==> src/rtl/pe_operand_feeder.sv <==
// pe_operand_feeder: streams ifmap/weight/bias operands into one PE and
// returns the finished opsum over valid/ready. Option: PE_FEED_ZERO_SKIP_EN.
module pe_operand_feeder #(
    parameter int DATA_W = 8,
    parameter int ACC_W  = 32,
    parameter int ADDR_W = 10,
    parameter int LEN_W  = 8
) (
    input  logic              clk,
    input  logic              rst,
    input  logic              start,
    input  logic [LEN_W-1:0]  cfg_len,
    input  logic [LEN_W-1:0]  cfg_num_out,
    input  logic [ADDR_W-1:0] cfg_if_base,
    input  logic [ADDR_W-1:0] cfg_w_base,
    output logic              busy,
    output logic              done,
    output logic [ADDR_W-1:0] if_addr,
    output logic [ADDR_W-1:0] w_addr,
    output logic              if_rd,
    output logic              w_rd,
    input  logic [DATA_W-1:0] if_data,
    input  logic [DATA_W-1:0] w_data,
    output logic [LEN_W-1:0]  b_addr,
    input  logic [ACC_W-1:0]  b_data,
    output logic [DATA_W-1:0] pe_ifmap,
    output logic [DATA_W-1:0] pe_weight,
    output logic [ACC_W-1:0]  pe_bias,
    output logic              pe_en,
    output logic              pe_first,
    input  logic [ACC_W-1:0]  pe_opsum,
    output logic [ACC_W-1:0]  out_data,
    output logic              out_valid,
    input  logic              out_ready
);

    typedef enum logic [2:0] {
        S_IDLE,
        S_ISSUE,
        S_LAST,
        S_WAIT,
        S_OUT
    } state_t;

    localparam logic [LEN_W-1:0]  L_ONE = LEN_W'(1);
    localparam logic [ADDR_W-1:0] A_ONE = ADDR_W'(1);

    state_t r_state;
    state_t w_next;

    logic [LEN_W-1:0]  r_k;
    logic [LEN_W-1:0]  r_n;
    logic [LEN_W-1:0]  r_beat;
    logic [LEN_W-1:0]  r_oidx;
    logic [ADDR_W-1:0] r_if_ptr;
    logic [ADDR_W-1:0] r_w_ptr;
    logic              r_v;
    logic              r_first;
    logic              r_done;
    logic [ACC_W-1:0]  r_out_data;

    logic w_issue;
    logic w_last_beat;
    logic w_last_out;

    assign w_issue     = (r_state == S_ISSUE);
    assign w_last_beat = (r_beat == r_k - L_ONE);
    assign w_last_out  = (r_oidx == r_n - L_ONE);

    // State register
    always_ff @(posedge clk) begin
        if (rst) r_state <= S_IDLE;
        else     r_state <= w_next;
    end

    // Next-state decode
    always_comb begin
        w_next = r_state;
        unique case (r_state)
            S_IDLE:  if (start && cfg_num_out != '0) w_next = S_ISSUE;
            S_ISSUE: if (w_last_beat) w_next = S_LAST;
            S_LAST:  w_next = S_WAIT;
            S_WAIT:  w_next = S_OUT;
            S_OUT:   if (out_ready) w_next = w_last_out ? S_IDLE : S_ISSUE;
            default: w_next = S_IDLE;
        endcase
    end

    // Job config, pointers, counters, opsum capture and PE-side pipeline
    always_ff @(posedge clk) begin
        if (rst) begin
            r_k        <= '0;
            r_n        <= '0;
            r_beat     <= '0;
            r_oidx     <= '0;
            r_if_ptr   <= '0;
            r_w_ptr    <= '0;
            r_v        <= 1'b0;
            r_first    <= 1'b0;
            r_done     <= 1'b0;
            r_out_data <= '0;
        end else begin
            r_done  <= 1'b0;
            r_v     <= w_issue;
            r_first <= w_issue && (r_beat == '0);
            unique case (r_state)
                S_IDLE: begin
                    if (start) begin
                        r_k      <= (cfg_len == '0) ? L_ONE : cfg_len;
                        r_n      <= cfg_num_out;
                        r_if_ptr <= cfg_if_base;
                        r_w_ptr  <= cfg_w_base;
                        r_oidx   <= '0;
                        r_beat   <= '0;
                        r_done   <= (cfg_num_out == '0);
                    end
                end
                S_ISSUE: begin
                    r_if_ptr <= r_if_ptr + A_ONE;
                    r_w_ptr  <= r_w_ptr + A_ONE;
                    r_beat   <= r_beat + L_ONE;
                end
                S_WAIT: r_out_data <= pe_opsum;
                S_OUT: begin
                    if (out_ready) begin
                        r_beat <= '0;
                        r_oidx <= r_oidx + L_ONE;
                        r_done <= w_last_out;
                    end
                end
                default: ;
            endcase
        end
    end

    assign busy    = (r_state != S_IDLE);
    assign done    = r_done;
    assign if_rd   = w_issue;
    assign w_rd    = w_issue;
    assign if_addr = w_issue ? r_if_ptr : '0;
    assign w_addr  = w_issue ? r_w_ptr : '0;
    assign b_addr  = w_issue ? r_oidx : '0;

    assign pe_ifmap  = r_v ? if_data : '0;
    assign pe_weight = r_v ? w_data : '0;
    assign pe_bias   = r_first ? b_data : '0;
    assign pe_first  = r_first;

`ifdef PE_FEED_ZERO_SKIP_EN
    // A zero ifmap adds nothing; beat 0 always fires to load the bias.
    assign pe_en = r_v && (r_first || if_data != '0);
`else
    assign pe_en = r_v;
`endif

    assign out_data  = r_out_data;
    assign out_valid = (r_state == S_OUT);

endmodule

==> config.mk <==
export PLATFORM = sky130hd
export DESIGN_NAME = pe_operand_feeder
export DESIGN_NICKNAME = d
export VERILOG_FILES = /design/src/rtl/pe_operand_feeder.sv
export SDC_FILE = /design/constraint.sdc
export NUM_CORES = 1
export LEC_CHECK = 0
export BUFFER_PORTS_ARGS = -buffer_cell sky130_fd_sc_hd__buf_4
export CAP_MARGIN = 20
export CORE_UTILIZATION = 50
export CTS_CLUSTER_DIAMETER = 150
export DETAILED_ROUTE_END_ITERATION = 8
export GPL_TIMING_DRIVEN = 0
export PLACE_DENSITY = 0.95
export SYNTH_ARGS = -nofsm -noshare
export SYNTH_HDL_FRONTEND = slang
export SYNTH_SLANG_ARGS = --single-unit
==> constraint.sdc <==
create_clock -name clk -period 4.64 [get_ports clk]
set_input_delay 0.696 -clock clk [delete_from_list [all_inputs] [get_ports clk]]
set_output_delay 0.696 -clock clk [all_outputs]
set_load 0.02 [all_outputs]
==> impl_metrics.py <==
metrics = {
    "critical_path": {
        "startpoint_type": "flop",
        "critPathCaptureType": "output pin",
        "rr_startpoint": "r_state[0]",
        "timing.rr.end": "r_w_ptr[4]",
        "path_delay_family": "buffers and inverters",
        "regToRegSetupSlack_ns": 2.51,
        "cp_slowest_stage_delay_ns": 0.41,
        "path_cells": "buf_2 -> or3b_1 -> clkbuf_1 -> inv_2 -> clkbuf_1 -> and2_1 -> buf_4",
        "crit_fanout": 11,
        "worstSetupEndpoint": "b_addr[1]",
        "required_ns": 3.94,
        "crit_buf_inv": 5,
        "crit_type": "flop to output pin",
        "cpMostUsedCell": "clkbuf_1",
        "worst-path-stages": 7,
        "r2r_cells": 8,
        "startpoint": "r_state[0]",
        "cp_slowest_cell": "clkbuf_1",
        "worst_ep_arrival_time_ns": 2.43,
    },
    "clock_tree": {
        "cts_buffers": 9,
        "cts-root-buf": "clkbuf_8",
        "cts.clk_slew.worst_paths_ns": 0.09,
        "h-tree-depth": 3,
        "postCtsSetupRepairBufs": 0,
        "clkLatencyLatePin_ns": 0.37,
        "clock_sinks": 90,
        "hold_buffers": 0,
        "cts_buffer_depth": 2,
        "cts_resized": 0,
        "cts_tree": "done",
    },
    "placed_design": {
        "dp_slack_ns": 1.91,
        "dp_hpwl_mm": 11.3,
        "port_buffers": 233,
        "dp.cells": 959,
        "gp_congestion": 0.925,
    },
    "drt": {
        "wl_per_cell_um": 15.1,
        "drc": 0,
        "viasPerCell": 5.41,
        "wl_mm": 14.7,
        "drtIter0Drc": 362,
        "firstDrtPassIters": 5,
        "ant_nets": 0,
        "num_vias": 5272,
    },
    "timing": {
        "fin_tns_setup_ns": 0,
        "slew_headroom_pct": 60.2,
        "slew_viol_final": 0,
        "clock_skew_ns": 0.0156,
        "setup_ws_ns": 1.51,
        "rsz0062_at_grt": "no",
        "clock.fmax_ghz": 0.320,
        "hold_viol": 0,
        "min_period_ns": 3.13,
        "final-setup-viol-count": 0,
        "period_share_pct": 67.4,
        "worstMarginPinSlew_ns": 0.597,
    },
    "synth": {
        "yosysSeqAreaShare_pct": 38.0,
        "yosys_warnings": 0,
        "synthFlopType": "dfxtp_1",
        "syn-cell-area_um2": 4740,
        "ys_ff_latch": 90,
        "synth_nets": 742,
        "syn_area_per_cell_um2": 7.71,
        "synth.distinct_cells": 55,
        "synth_area_leaders": "dfxtp_1, and2_1, nand2_1, a21oi_1, nor2_1",
        "async_flop_share_pct": 0,
        "synthCells": 615,
        "synth_most_common_cell": "nand2_1",
        "synth_commonest_cells": "nand2_1, dfxtp_1, and2_1, a21oi_1, nor2_1",
        "synth_edf_count": 0,
        "yosys.area.top_type": "dfxtp_1",
        "synth_top_area_share_pct": 38.0,
    },
    "grt": {
        "grt_max_degree": 17,
        "grt_pass1_wl_mm": 22.6,
        "grtUsageTotal_pct": 29.0,
        "grt_pass1_vias": 4677,
        "grt-ovfl-total": 0,
        "antenna_found_initial": 0,
    },
    "die": {
        "core_um2": 9200,
        "initial_core_util_pct": 51.5,
        "pin_count": 235,
        "dieWidth_um": 99.4,
        "dieArea_um2": 9870,
        "fp-row-count": 35,
        "die_h_um": 99.4,
    },
    "power": {
        "vdd_drop_max_uv": 231,
        "pwr_density_cell_nw_per_um2": 318,
        "p_leak_nw": 3.10,
    },
    "finish": {
        "drive_gt1_share_pct": 31.5,
        "nFillCells": 700,
        "antenna_cells": 0,
        "syn2layout_area_growth_pct": 44.1,
        "fin_cells": 975,
        "fin_nets": 986,
    },
    "status": {
        "status": "finished, final reports clean",
    },
    "job": {
        "drv_cap": 0,
    },
    "hold_path": {
        "hp-class": "flop to flop",
    },
}
kinds of logic (layout without fill, tap and decap cells):
logic type      after synthesis  in the layout  share of synthesized area (%)
xor+xnor                     30             30                           5.54
compound gates              112            112                           14.5
flops                        90             90                           38.0
buf+inv                      52            301                           4.75
fa+ha+maj                     7              7                           1.85
mux                           5              5                           1.06
simple gates                319            319                           34.2
worst min path at each step:
stage	slack, ns	cells past startpoint	from	end
2_1_floorplan	0.45	2	r_k[7]	r_k[7]
3_3_place_gp	0.44	2	out_data[28]	out_data[28]
3_5_place_dp	0.45	2	out_data[23]	out_data[23]
4_1_cts	0.46	2	out_data[23]	out_data[23]
5_1_grt	0.48	2	out_data[15]	out_data[15]
6_report	0.46	2	out_data[23]	out_data[23]
area by class of cell:
class	instances	area (um2)	share of cell area, %
Tap cell	111	139	2.03
Inverter	10	37.5	0.550
Clock inverter	6	73.8	1.08
Buffer	42	188	2.75
Sequential cell	90	1800	26.4
Multi-Input combinational cell	473	2710	39.7
Timing Repair Buffer	233	1750	25.6
Clock buffer	10	128	1.87
metal layers:
| metal | part of all wire (%) | wire length [um] | global-route usage (%) |
|---|---|---|---|
| met5 | 0 | 0 | 0 |
| met1 | 42 | 6140 | 37.2 |
| met4 | 2.2 | 331 | 11.4 |
| met3 | 7.6 | 1110 | 4.99 |
| met2 | 48 | 7130 | 48.6 |
power by group:
group	total, mW	leakage (nW)	internal, mW	switching, mW
combinational	0.721	2.28	0.322	0.399
clock	0.556	0.0954	0.257	0.299
sequential	0.895	0.732	0.832	0.0625
tightest hold or removal path, cell delays in order (launching register included):
cell     delay (ns)
dfxtp_1        0.32
nand2_1        0.05
a21oi_1        0.05
stage by stage:
stage | hold WS (ns) | area (um2) | utilization, % | power [mW]
after floorplan | 0.448 | 4740 | - | 1.34
after global placement | 0.442 | 6630 | 72.1 | 1.61
after detailed placement | 0.447 | 6630 | 72.1 | 1.62
after CTS | 0.460 | 6830 | 74.3 | 2.17
after global routing | 0.476 | 6830 | 74.3 | 2.28
final | 0.460 | 6830 | 74.3 | 2.17
layout by cell type, fill, tap and decap left out, types with 3 or more instances in the layout:
master / count
xor2_1: 17
dfxtp_1: 90
mux2i_1: 5
a222oi_1: 5
buf_2: 9
and3_1: 10
xnor2_1: 13
or3_1: 4
a211oi_1: 8
buf_4: 234
a221oi_1: 6
and4_1: 3
nor2b_1: 3
inv_1: 8
o21ai_0: 12
nand2_1: 120
o21ai_1: 8
nor4_1: 3
clkbuf_1: 31
clkbuf_8: 9
nand4_1: 5
nor2_1: 48
and2_1: 77
nor3b_1: 5
nor3_1: 11
nor4b_1: 4
a21oi_1: 57
nand3_1: 9
nand2b_1: 3
ha_1: 7
registers in the layout (all words and copies together), names as in the netlist:
name and cells:
r_n 8, r_k 8, r_w_ptr 10, r_if_ptr 10
pe_en 1, r_beat 8, r_oidx 8, done 1
r_state 3, out_data 32, pe_first 1
(Power assumes the default switching activity.)
